--- config.mk ---
export PLATFORM = sky130hd
export DESIGN_NAME = eq_band_mixer_flat
export DESIGN_NICKNAME = d
export VERILOG_FILES = /design/src/rtl/eq_band_mixer_pkg.sv /design/src/rtl/eq_band_mixer_if.sv /design/src/rtl/eq_band_mixer_round_sat.sv /design/src/rtl/eq_band_mixer.sv /design/src/flat_wrapper.sv
export SDC_FILE = /design/constraint.sdc
export NUM_CORES = 2
export LEC_CHECK = 0
export CORE_ASPECT_RATIO = 1.25
export CORE_MARGIN = 1
export CORE_UTILIZATION = 25
export DETAILED_ROUTE_END_ITERATION = 12
export GPL_TIMING_DRIVEN = 0
export PLACE_DENSITY = 0.43
export SYNTH_ARGS = -nofsm -noshare
export SYNTH_HDL_FRONTEND = slang
export SYNTH_SLANG_ARGS = --single-unit
--- constraint.sdc ---
create_clock -name clk -period 8.9 [get_ports clk]
set_input_delay 1.335 -clock clk [delete_from_list [all_inputs] [get_ports clk]]
set_output_delay 1.335 -clock clk [all_outputs]
set_load 0.05 [all_outputs]
--- src/rtl/eq_band_mixer_pkg.sv ---
// eq_pkg: shared constants and the controller state type for the equalizer
// band mixer (eq_band_mixer, eq_round_sat, eq_band_mixer_if).
package eq_pkg;

  localparam int unsigned DATA_W    = 24;  // band / output sample width, signed
  localparam int unsigned GAIN_W    = 16;  // gain width, signed Q2.14
  localparam int unsigned N_BANDS   = 10;  // 0 = lowpass .. 9 = highpass
  localparam int unsigned GAIN_FRAC = 14;  // fractional bits of the gain
  localparam int unsigned ACC_W     = 44;  // accumulator width, signed
  localparam int unsigned ADDR_W    = 4;   // band index width

  localparam logic signed [GAIN_W-1:0] UNITY_GAIN = 16'sd16384;
  localparam logic signed [DATA_W-1:0] OUT_MAX    = 24'sh7FFFFF;
  localparam logic signed [DATA_W-1:0] OUT_MIN    = 24'sh800000;

  typedef enum logic [1:0] {
    IDLE,
    ACCUM,
    SAT
  } state_t;

endpackage

--- src/rtl/eq_band_mixer_if.sv ---
// eq_band_mixer_if: sample, gain-write and result signals of the band mixer.
//   master: filter-bank / control side (drives bands, strobe, gain writes)
//   slave : the mixer (drives audio_out, out_valid, busy, overrun)
interface eq_band_mixer_if;
  import eq_pkg::*;

  logic                     enable;
  logic                     sample_valid;
  logic signed [DATA_W-1:0] band_in_0;
  logic signed [DATA_W-1:0] band_in_1;
  logic signed [DATA_W-1:0] band_in_2;
  logic signed [DATA_W-1:0] band_in_3;
  logic signed [DATA_W-1:0] band_in_4;
  logic signed [DATA_W-1:0] band_in_5;
  logic signed [DATA_W-1:0] band_in_6;
  logic signed [DATA_W-1:0] band_in_7;
  logic signed [DATA_W-1:0] band_in_8;
  logic signed [DATA_W-1:0] band_in_9;
  logic                     gain_wr_en;
  logic [ADDR_W-1:0]        gain_addr;
  logic signed [GAIN_W-1:0] gain_data;
  logic signed [DATA_W-1:0] audio_out;
  logic                     out_valid;
  logic                     busy;
  logic                     overrun;

  modport master (
    output enable, sample_valid,
    output band_in_0, band_in_1, band_in_2, band_in_3, band_in_4,
    output band_in_5, band_in_6, band_in_7, band_in_8, band_in_9,
    output gain_wr_en, gain_addr, gain_data,
    input  audio_out, out_valid, busy, overrun
  );

  modport slave (
    input  enable, sample_valid,
    input  band_in_0, band_in_1, band_in_2, band_in_3, band_in_4,
    input  band_in_5, band_in_6, band_in_7, band_in_8, band_in_9,
    input  gain_wr_en, gain_addr, gain_data,
    output audio_out, out_valid, busy, overrun
  );

endinterface

--- src/rtl/eq_band_mixer_round_sat.sv ---
// eq_round_sat: converts the Q.14 accumulator to an output sample.
// Rounds half toward +inf (add 2^13, arithmetic shift by 14), then clamps
// to the signed 24-bit range.
//   acc      in  ACC_W   accumulated sum of band x gain products
//   sample_c out DATA_W  rounded, saturated sample (combinational)
module eq_round_sat
  import eq_pkg::*;
(
  input  logic signed [ACC_W-1:0]  acc,
  output logic signed [DATA_W-1:0] sample_c
);

  localparam logic signed [ACC_W-1:0] RND     = ACC_W'(1 << (GAIN_FRAC - 1));
  localparam logic signed [ACC_W-1:0] MAX_EXT = ACC_W'(OUT_MAX);
  localparam logic signed [ACC_W-1:0] MIN_EXT = ACC_W'(OUT_MIN);

  logic signed [ACC_W-1:0] rounded;
  logic signed [ACC_W-1:0] shifted;

  assign rounded = acc + RND;
  assign shifted = rounded >>> GAIN_FRAC;

  // Clamp to the 24-bit range
  always_comb begin
    sample_c = shifted[DATA_W-1:0];
    if (shifted > MAX_EXT) begin
      sample_c = OUT_MAX;
    end else if (shifted < MIN_EXT) begin
      sample_c = OUT_MIN;
    end
  end

endmodule

--- src/rtl/eq_band_mixer.sv ---
// eq_band_mixer: recombines the ten filter-bank bands into one equalized
// sample. On an accepted strobe it snapshots the bands and gains, runs one
// shared multiply-accumulate per cycle over the ten bands, then rounds and
// saturates the sum. Result appears 12 cycles after the strobe.
//   clk, reset   clock and synchronous active-high reset
//   bus (slave)  enable, sample_valid, band_in_0..9, gain write port,
//                audio_out, out_valid, busy, overrun (all outputs registered)
module eq_band_mixer #(
  parameter int unsigned DATA_W  = eq_pkg::DATA_W,
  parameter int unsigned GAIN_W  = eq_pkg::GAIN_W,
  parameter int unsigned N_BANDS = eq_pkg::N_BANDS
) (
  input logic             clk,
  input logic             reset,
  eq_band_mixer_if.slave  bus
);
  import eq_pkg::*;

  localparam int unsigned          PROD_W   = DATA_W + GAIN_W;
  localparam logic [ADDR_W-1:0]    LAST_IDX = ADDR_W'(N_BANDS - 1);
  localparam logic [ADDR_W-1:0]    NB_ADDR  = ADDR_W'(N_BANDS);

  state_t                   state_q, state_d;
  logic                     accept_c;
  logic [ADDR_W-1:0]        idx_q;
  logic signed [ACC_W-1:0]  acc_q;
  logic signed [PROD_W-1:0] prod_c;
  logic signed [DATA_W-1:0] sat_c;
  logic signed [DATA_W-1:0] band_in_c   [N_BANDS];
  logic signed [DATA_W-1:0] band_q      [N_BANDS];
  logic signed [GAIN_W-1:0] gain_q      [N_BANDS];
  logic signed [GAIN_W-1:0] snap_gain_q [N_BANDS];

  // Band inputs gathered into an indexable array
  assign band_in_c[0] = bus.band_in_0;
  assign band_in_c[1] = bus.band_in_1;
  assign band_in_c[2] = bus.band_in_2;
  assign band_in_c[3] = bus.band_in_3;
  assign band_in_c[4] = bus.band_in_4;
  assign band_in_c[5] = bus.band_in_5;
  assign band_in_c[6] = bus.band_in_6;
  assign band_in_c[7] = bus.band_in_7;
  assign band_in_c[8] = bus.band_in_8;
  assign band_in_c[9] = bus.band_in_9;

  // Controller state register
  always_ff @(posedge clk) begin
    if (reset) begin
      state_q <= IDLE;
    end else begin
      state_q <= state_d;
    end
  end

  // Controller next state
  always_comb begin
    state_d  = state_q;
    accept_c = 1'b0;
    case (state_q)
      IDLE: begin
        if (bus.sample_valid && bus.enable) begin
          accept_c = 1'b1;
          state_d  = ACCUM;
        end
      end
      ACCUM: begin
        if (idx_q == LAST_IDX) begin
          state_d = SAT;
        end
      end
      SAT:     state_d = IDLE;
      default: state_d = IDLE;
    endcase
  end

  // Shared multiplier: one band x gain product per ACCUM cycle
  assign prod_c = PROD_W'(band_q[idx_q]) * PROD_W'(snap_gain_q[idx_q]);

  eq_round_sat u_round_sat (
    .acc      (acc_q),
    .sample_c (sat_c)
  );

  // Datapath, gain register file and registered outputs
  always_ff @(posedge clk) begin
    if (reset) begin
      acc_q         <= '0;
      idx_q         <= '0;
      bus.audio_out <= '0;
      bus.out_valid <= 1'b0;
      bus.busy      <= 1'b0;
      bus.overrun   <= 1'b0;
      for (int i = 0; i < N_BANDS; i++) begin
        gain_q[i]      <= UNITY_GAIN;
        snap_gain_q[i] <= UNITY_GAIN;
        band_q[i]      <= '0;
      end
    end else begin
      bus.out_valid <= 1'b0;
      bus.busy      <= (state_d != IDLE);

      if (bus.gain_wr_en && (bus.gain_addr < NB_ADDR)) begin
        gain_q[bus.gain_addr] <= bus.gain_data;
      end

      // A strobe arriving while a sample is in flight is lost
      if (bus.sample_valid && bus.enable && (state_q != IDLE)) begin
        bus.overrun <= 1'b1;
      end

      // Snapshot reads gain_q before any same-cycle write lands
      if (accept_c) begin
        band_q      <= band_in_c;
        snap_gain_q <= gain_q;
        acc_q       <= '0;
        idx_q       <= '0;
      end

      if (state_q == ACCUM) begin
        acc_q <= acc_q + ACC_W'(prod_c);
        idx_q <= idx_q + ADDR_W'(1);
      end

      if (state_q == SAT) begin
        bus.audio_out <= sat_c;
        bus.out_valid <= 1'b1;
      end
    end
  end

endmodule

--- src/flat_wrapper.sv ---
// flat-port wrapper written by rule: the top's interface ports become plain ports
module eq_band_mixer_flat import eq_pkg::*;
#(
  parameter int unsigned DATA_W  = eq_pkg::DATA_W,
  parameter int unsigned GAIN_W  = eq_pkg::GAIN_W,
  parameter int unsigned N_BANDS = eq_pkg::N_BANDS
)
  (clk, reset, bus_enable, bus_sample_valid, bus_band_in_0, bus_band_in_1, bus_band_in_2, bus_band_in_3, bus_band_in_4, bus_band_in_5, bus_band_in_6, bus_band_in_7, bus_band_in_8, bus_band_in_9, bus_gain_wr_en, bus_gain_addr, bus_gain_data, bus_audio_out, bus_out_valid, bus_busy, bus_overrun);
  eq_band_mixer_if bus_i ();
  input logic clk;
  input logic reset;
  input wire logic [$bits(bus_i.enable)-1:0] bus_enable;
  input wire logic [$bits(bus_i.sample_valid)-1:0] bus_sample_valid;
  input wire logic [$bits(bus_i.band_in_0)-1:0] bus_band_in_0;
  input wire logic [$bits(bus_i.band_in_1)-1:0] bus_band_in_1;
  input wire logic [$bits(bus_i.band_in_2)-1:0] bus_band_in_2;
  input wire logic [$bits(bus_i.band_in_3)-1:0] bus_band_in_3;
  input wire logic [$bits(bus_i.band_in_4)-1:0] bus_band_in_4;
  input wire logic [$bits(bus_i.band_in_5)-1:0] bus_band_in_5;
  input wire logic [$bits(bus_i.band_in_6)-1:0] bus_band_in_6;
  input wire logic [$bits(bus_i.band_in_7)-1:0] bus_band_in_7;
  input wire logic [$bits(bus_i.band_in_8)-1:0] bus_band_in_8;
  input wire logic [$bits(bus_i.band_in_9)-1:0] bus_band_in_9;
  input wire logic [$bits(bus_i.gain_wr_en)-1:0] bus_gain_wr_en;
  input wire logic [$bits(bus_i.gain_addr)-1:0] bus_gain_addr;
  input wire logic [$bits(bus_i.gain_data)-1:0] bus_gain_data;
  output wire logic [$bits(bus_i.audio_out)-1:0] bus_audio_out;
  output wire logic [$bits(bus_i.out_valid)-1:0] bus_out_valid;
  output wire logic [$bits(bus_i.busy)-1:0] bus_busy;
  output wire logic [$bits(bus_i.overrun)-1:0] bus_overrun;
  assign bus_i.enable = bus_enable;
  assign bus_i.sample_valid = bus_sample_valid;
  assign bus_i.band_in_0 = bus_band_in_0;
  assign bus_i.band_in_1 = bus_band_in_1;
  assign bus_i.band_in_2 = bus_band_in_2;
  assign bus_i.band_in_3 = bus_band_in_3;
  assign bus_i.band_in_4 = bus_band_in_4;
  assign bus_i.band_in_5 = bus_band_in_5;
  assign bus_i.band_in_6 = bus_band_in_6;
  assign bus_i.band_in_7 = bus_band_in_7;
  assign bus_i.band_in_8 = bus_band_in_8;
  assign bus_i.band_in_9 = bus_band_in_9;
  assign bus_i.gain_wr_en = bus_gain_wr_en;
  assign bus_i.gain_addr = bus_gain_addr;
  assign bus_i.gain_data = bus_gain_data;
  assign bus_audio_out = bus_i.audio_out;
  assign bus_out_valid = bus_i.out_valid;
  assign bus_busy = bus_i.busy;
  assign bus_overrun = bus_i.overrun;
  eq_band_mixer #(.DATA_W(DATA_W), .GAIN_W(GAIN_W), .N_BANDS(N_BANDS)) u_core (.clk(clk), .reset(reset), .bus(bus_i));
endmodule
# [After elaboration in Yosys (flattened, before gate mapping)]
# Index checks and enable logic that the tools add are counted.
[totals] inputBits=265 out_inout_bits=27 register_bits=637
[op_classes] mux=21 n_eq_ne=3 n_addsub=3 multipliers=1 magnitude_cmp=6 n_bitwise=2 n_reduce_logical=8
[ops] cell="160-bit bitwise mux" n=1
[ops] cell="24-bit binary-select mux with 4-bit select" n=1
[ops] cell="24-bit two-way mux" n=4
[ops] cell="44-bit two-way mux" n=2
[ops] cell="16-bit binary-select mux with 4-bit select" n=1
[ops] cell="16-bit demux with 4-bit select" n=1
[ops] cell="16-bit two-way mux" n=3
[ops] cell="44-bit by 15-bit adder with 44-bit output, second input constant" n=1
[ops] cell="44-bit by 40-bit adder with 44-bit output" n=1
[ops] cell="24-bit by 16-bit multiplier with 40-bit output" n=1
[ops] cell="30-bit by 24-bit > comparator with 1-bit output, second input constant" n=1
[ops] cell="30-bit by 24-bit < comparator with 1-bit output, second input constant" n=1
[ops] cell="5-bit greater-or-equal comparator, second input constant" n=2
[ops] cell="4-bit inverter with 5-bit output" n=2
[ops] cell="4-bit two-way mux" n=2
[ops] cell="2-bit nonzero test" n=3
[ops] cell="5-bit by 1-bit < comparator with 1-bit output, second input constant" n=1
[ops] cell="4-bit by 1-bit adder with 4-bit output, second input constant" n=1
[ops] cell="4-bit == test, second input constant" n=1
[ops] cell="1-bit logical AND" n=4
[ops] cell="4-bit < comparator, second input constant" n=1
[ops] cell="2-bit two-way mux" n=2
[ops] cell="2-bit case mux with 2 select lines" n=1
[ops] cell="1-bit two-way mux" n=3
[ops] cell="other kinds (3)" n=3

# [Depth between registers and ports, before layout]
[depth] ltp_word=7 mapped_depth=31 depth_no_buf=26

# [Hierarchy]
# Synthesis repeated with hierarchy kept, for this count alone.
[hier_totals] cells_unflattened=4861 area_unflattened_um2=41478.5
[by_module_without_submodules] module="eq_band_mixer" instances=1 seq_area_each_um2=12752.2 cells_per_inst=4732 area_per_inst_um2=40483.8
[by_module_without_submodules] module="eq_round_sat" instances=1 seq_area_each_um2=0.0 cells_per_inst=129 area_per_inst_um2=994.7

# [Worst setup path after synthesis]
# Ideal clock, no wire load.
[synth_path] path_type="register to register" from="register u_core.idx_q[0]" to="register u_core.acc_q[39]" path_stages_with_launch=29 slack_ps=1431 required_ps=8770 path_buffers=4 arrival_time_ps=7339 period_less_slack_ps=7469 cell_sequence="dfxtp_1 -> buf_2 -> buf_4 -> buf_2 -> mux4_2 -> mux2i_1 -> o22a_1 -> clkbuf_1 -> nor2_1 -> fa_1 -> inv_1 -> fa_1 -> fa_1 -> inv_1 -> fa_1 -> fa_1 -> inv_1 -> fa_1 -> inv_1 -> ha_1 -> a21o_1 -> a21o_1 -> a31oi_4 -> o311ai_2 -> a221oi_2 -> o31ai_1 -> a21oi_2 -> xor2_1 -> o21ai_0"
[synth_between] elab_chain_len=7
[synth_lines] element="from (decl)" line="eq_band_mixer.sv:25" source="logic [ADDR_W-1:0] idx_q;"
[synth_lines] element="from (signal assigned)" line="eq_band_mixer.sv:121" source="idx_q <= idx_q + ADDR_W'(1);"
[synth_lines] element="4-bit inverter with 5-bit output (not written as such) (*)" line="eq_band_mixer.sv:77" source="assign prod_c = PROD_W'(band_q[idx_q]) * PROD_W'(snap_gain_q[idx_q]);"
[synth_lines] element="24-bit binary-select mux with 4-bit select / 16-bit binary-select mux with 4-bit select (equally long branches)" line="eq_band_mixer.sv:77"
[synth_lines] element="24-bit two-way mux (not written as such) / 16-bit two-way mux (equally long branches) (2 in series)" line="eq_band_mixer.sv:77"
[synth_lines] element="24-bit by 16-bit multiplier with 40-bit output (*)" line="eq_band_mixer.sv:77"
[synth_lines] element="44-bit by 40-bit adder with 44-bit output (*)" line="eq_band_mixer.sv:120" source="acc_q <= acc_q + ACC_W'(prod_c);"
[synth_lines] element="44-bit two-way mux (*)" line="eq_band_mixer.sv:119" source="if (state_q == ACCUM) begin"
[synth_lines] element="to (signal assigned)" line="eq_band_mixer.sv:120"
[synth_lines] element="to (decl)" line="eq_band_mixer.sv:26" source="logic signed [ACC_W-1:0] acc_q;"
# Mark *: on every way between the ends. The rest lies on a longest branch, timed or not. The select of a mux whose other input is x is not followed.
# A chain may end at the register's enable or synchronous reset.

# [Worst setup path after layout]
[layout_path] from="register u_core.idx_q[0]" to="register u_core.acc_q[41]"
# Same word-level chain as after synthesis.

==> results.cfg <==
[worst_hold_path]
hold_class = flip-flop to flip-flop
min-delay-start = u_core.gain_q[45]$_SDFFE_PP0P_

[synth]
synth_edf_count = 0
dominantRegCellSynth = dfxtp_1
synth_compound_area_share_pct = 10.92
netlist_top_cells_area = dfxtp_1 31%, fa_1 21%, nand2_1 12%
synth_commonest_cells = 1,360 x nand2_1, 637 x dfxtp_1, 596 x a21oi_1, 492 x inv_1, 434 x fa_1
syn_inst = 4819
synth.area.mux_share_pct = 6.367
synthArstFlopShare_pct = 0
syn_area_sq_um = 41030
synth_top_area_cell = dfxtp_1
yosys.area_share.simple_pct = 17.50
yosysTopAreaCellShare_pct = 31.08
synth_top_family_by_area = adder cells
synth_most_common_cell = nand2_1
synthAdderAreaFrac_pct = 25.02
synth.yosys.seq_area_share_pct = 31.08
yosys_warnings = 0
ys_types = 80
synth_seq_cells = 637
synth_fp_nets = 5644
synth-xor-area-share_pct = 1.555
syn_area_per_cell_sq_um = 8.515

[critical_path]
crit_fanout = 10
path_class = flip-flop to flip-flop
slowest_stage = fa_1
cp-startpoint = u_core.idx_q[0]$_SDFFE_PP0P_
cp-start-kind = flip-flop
worstSetupEndpointType = flip-flop
crit_top_cell = fa_1
path_delay_family = adder cells
cp_num_buf_inv = 11
worstPathArrival_ns = 9.16
r2r-start = u_core.idx_q[0]$_SDFFE_PP0P_
critPathRequiredTime_ns = 9.44
critPathMaxStageDelay_ns = 0.57

[timing]
skew_ns = 0.04022
holdWs_ns = 0.4496
fmax_mhz = 116.0
relSlewSlack_pct = 12.34
layout_min_cycle_time_ns = 8.623
worst_pin_slew_ns = 1.315
slew_viol_final = 0
hold_violations = 0
setup_viol = 0
fin_crit_sh_pct = 96.89

[grt]
grt.met3_usage_pct = 2.476
grt_pass1_wl_um = 234600
grt_antenna_before_repair = 9
first_global_vias = 34720
grt_use_total_pct = 19.24
grt-ovfl-total = 0
busiest_layer = met2
grt_max_degree = 19
use_met2_pct = 33.47
use_met1_pct = 24.61

[floorplanning]
num_rows = 165
design.die.area_sq_um = 165800
initial_core_util_pct = 25.29
die_y_um = 455.0
die_x_um = 364.4
pin_count = 292
core-area_sq_um = 162300

[clocking]
clkLatencyLatePin_ns = 0.69
cts_root_buf = clkbuf_16
htree_num_levels = 3
clock_sinks = 637
cts_tree = built
numCtsBuffers = 74
cts.path.max_buffers = 3
path_clk_slew_ns = 0.07

[layout]
fin_util_pct = 30.31
instances_no_fill = 7376
area_delta_synth_final_pct = 19.86
drive_gt1_share_pct = 6.572
final.fill_count = 17610
finalNetCount = 5977

[drt]
viasPerCell = 4.607
drc_errors = 0
post_drt_wl_per_cell_um = 21.78
ant_nets = 0
num_vias = 33980
firstDrtPassIters = 5
drt_iter0_markers = 2143
wl_um = 160700

[place]
globalplace.congestion = 0.9051
post-place-cells = 7265
hpwl_um = 130800
place.port_buffers = 273

[power_and_ir_drop]
power_leakage_nw = 19.30
ir_drop_mv = 0.1135
power_w = 0.006945
powerDensity_nw_per_um2 = 141.2

[status]
status = complete, no violations

[job]
max_cap_viol_count = 0
==> cell families after synthesis <==
group / Yosys count
and+or+nand+nor: 1793
buffers and inverters: 804
AOI/OAI and AO/OA: 792
DFF: 637
adders and majority gates: 560
muxes: 161
xor gates and xnor gates: 72
==> tightest hold or removal path, stage by stage (launching register included) <==
cell and delay, ns:
dfxtp_1 0.31, nand2_1 0.05, a21oi_1 0.05
==> flip-flops by register name, summed over array words and instances, names as in the netlist <==
name and cells:
u_core.acc_q 44, u_core.band_q 240, u_core.bus.audio_out 24, u_core.bus.busy 1, u_core.bus.out_valid 1, u_core.bus.overrun 1, u_core.gain_q 160, u_core.idx_q 4
u_core.snap_gain_q 160, u_core.state_q 2
==> final timing paths <==
kind	depth (start not counted)	to	slack, ns
max	29	u_core.acc_q[41]$_SDFFE_PP0P_	0.28
min	2	u_core.snap_gain_q[45]$_SDFFE_PP0P_	0.45
max reg2reg	29	u_core.acc_q[41]$_SDFFE_PP0P_	0.28
min reg2reg	2	u_core.snap_gain_q[45]$_SDFFE_PP0P_	0.45
==> per-layer routing <==
| layer | vias up | share of wire, % |
|---|---|---|
| met5 | - | 0.0050 |
| met4 | 2 | 2.9 |
| met3 | 190 | 4.5 |
| met2 | 839 | 49 |
| met1 | 16940 | 43 |
| li1 | 16010 | - |
==> area by class of cell <==
class / count / area, sq um / share of cell area, %
antenna: 1 / 2.502 / 0.005088
buffer: 292 / 1264 / 2.569
clock buffer: 108 / 2181 / 4.434
clock inverter: 20 / 299.0 / 0.6080
inverter: 492 / 1847 / 3.755
multi-input combinational: 3378 / 25350 / 51.54
sequential: 637 / 12750 / 25.93
tap: 2171 / 2716 / 5.523
timing repair buffer: 277 / 2774 / 5.640
==> power by group <==
group	switching [W]	leakage (nW)	internal, W
clock	0.00133	1.21	0.00185
sequential	0.0000431	5.16	0.00292
combinational	0.000519	12.9	0.000279
total	0.00189	19.3	0.00505
==> placed cells by master (no fill, tap or decap), types with 10 or more instances in the layout <==
cell             synthesis  final
a21o_1                  18     18
a21oi_1                596    596
buf_1                   15     12
buf_2                   44     28
buf_4                    2     11
clkbuf_1               249    240
clkbuf_16                0     75
clkbuf_8                 0     18
clkdlybuf4s50_1          0    273
dfxtp_1                637    636
fa_1                   434    433
ha_1                   126    126
inv_1                  492    492
mux2i_1                 81     75
mux4_2                  80     80
nand2_1               1360   1360
nand2b_1                12     12
nand3_1                 44     44
nand3b_1                23     23
nor2_1                 279    278
nor3_1                  15     14
o211ai_1                11     11
o211ai_2                11     11
o21ai_0                 34     33
o22a_2                   0     24
o22ai_1                 26     12
o22ai_2                  1     14
or2_2                   10     10
xnor2_1                 38     38
xor2_1                  33     33
==> metrics by stage <==
| step | worst slack (ns) | area (sq um) | TNS, ns |
|---|---|---|---|
| 6_report | 0.2767 | 49180 | 0 |
| 5_1_grt | -0.02009 | 49180 | -0.03936 |
| 4_1_cts | 0.01961 | 49090 | 0 |
| 3_5_place_dp | -1.232 | 46520 | -24.10 |
| 3_3_place_gp | -1.195 | 46480 | -23.02 |
| 2_1_floorplan | 1.431 | 41030 | 0 |
==> what timing repair did <==
item                                    CTS  global route
buffers inserted                          0             2
endpoints found under the setup margin   31            16
hold buffers                              0             0
gates resized for setup                  58            27
pin swaps                                 0             2
No activity file was read; power rests on OpenSTA's default activity.
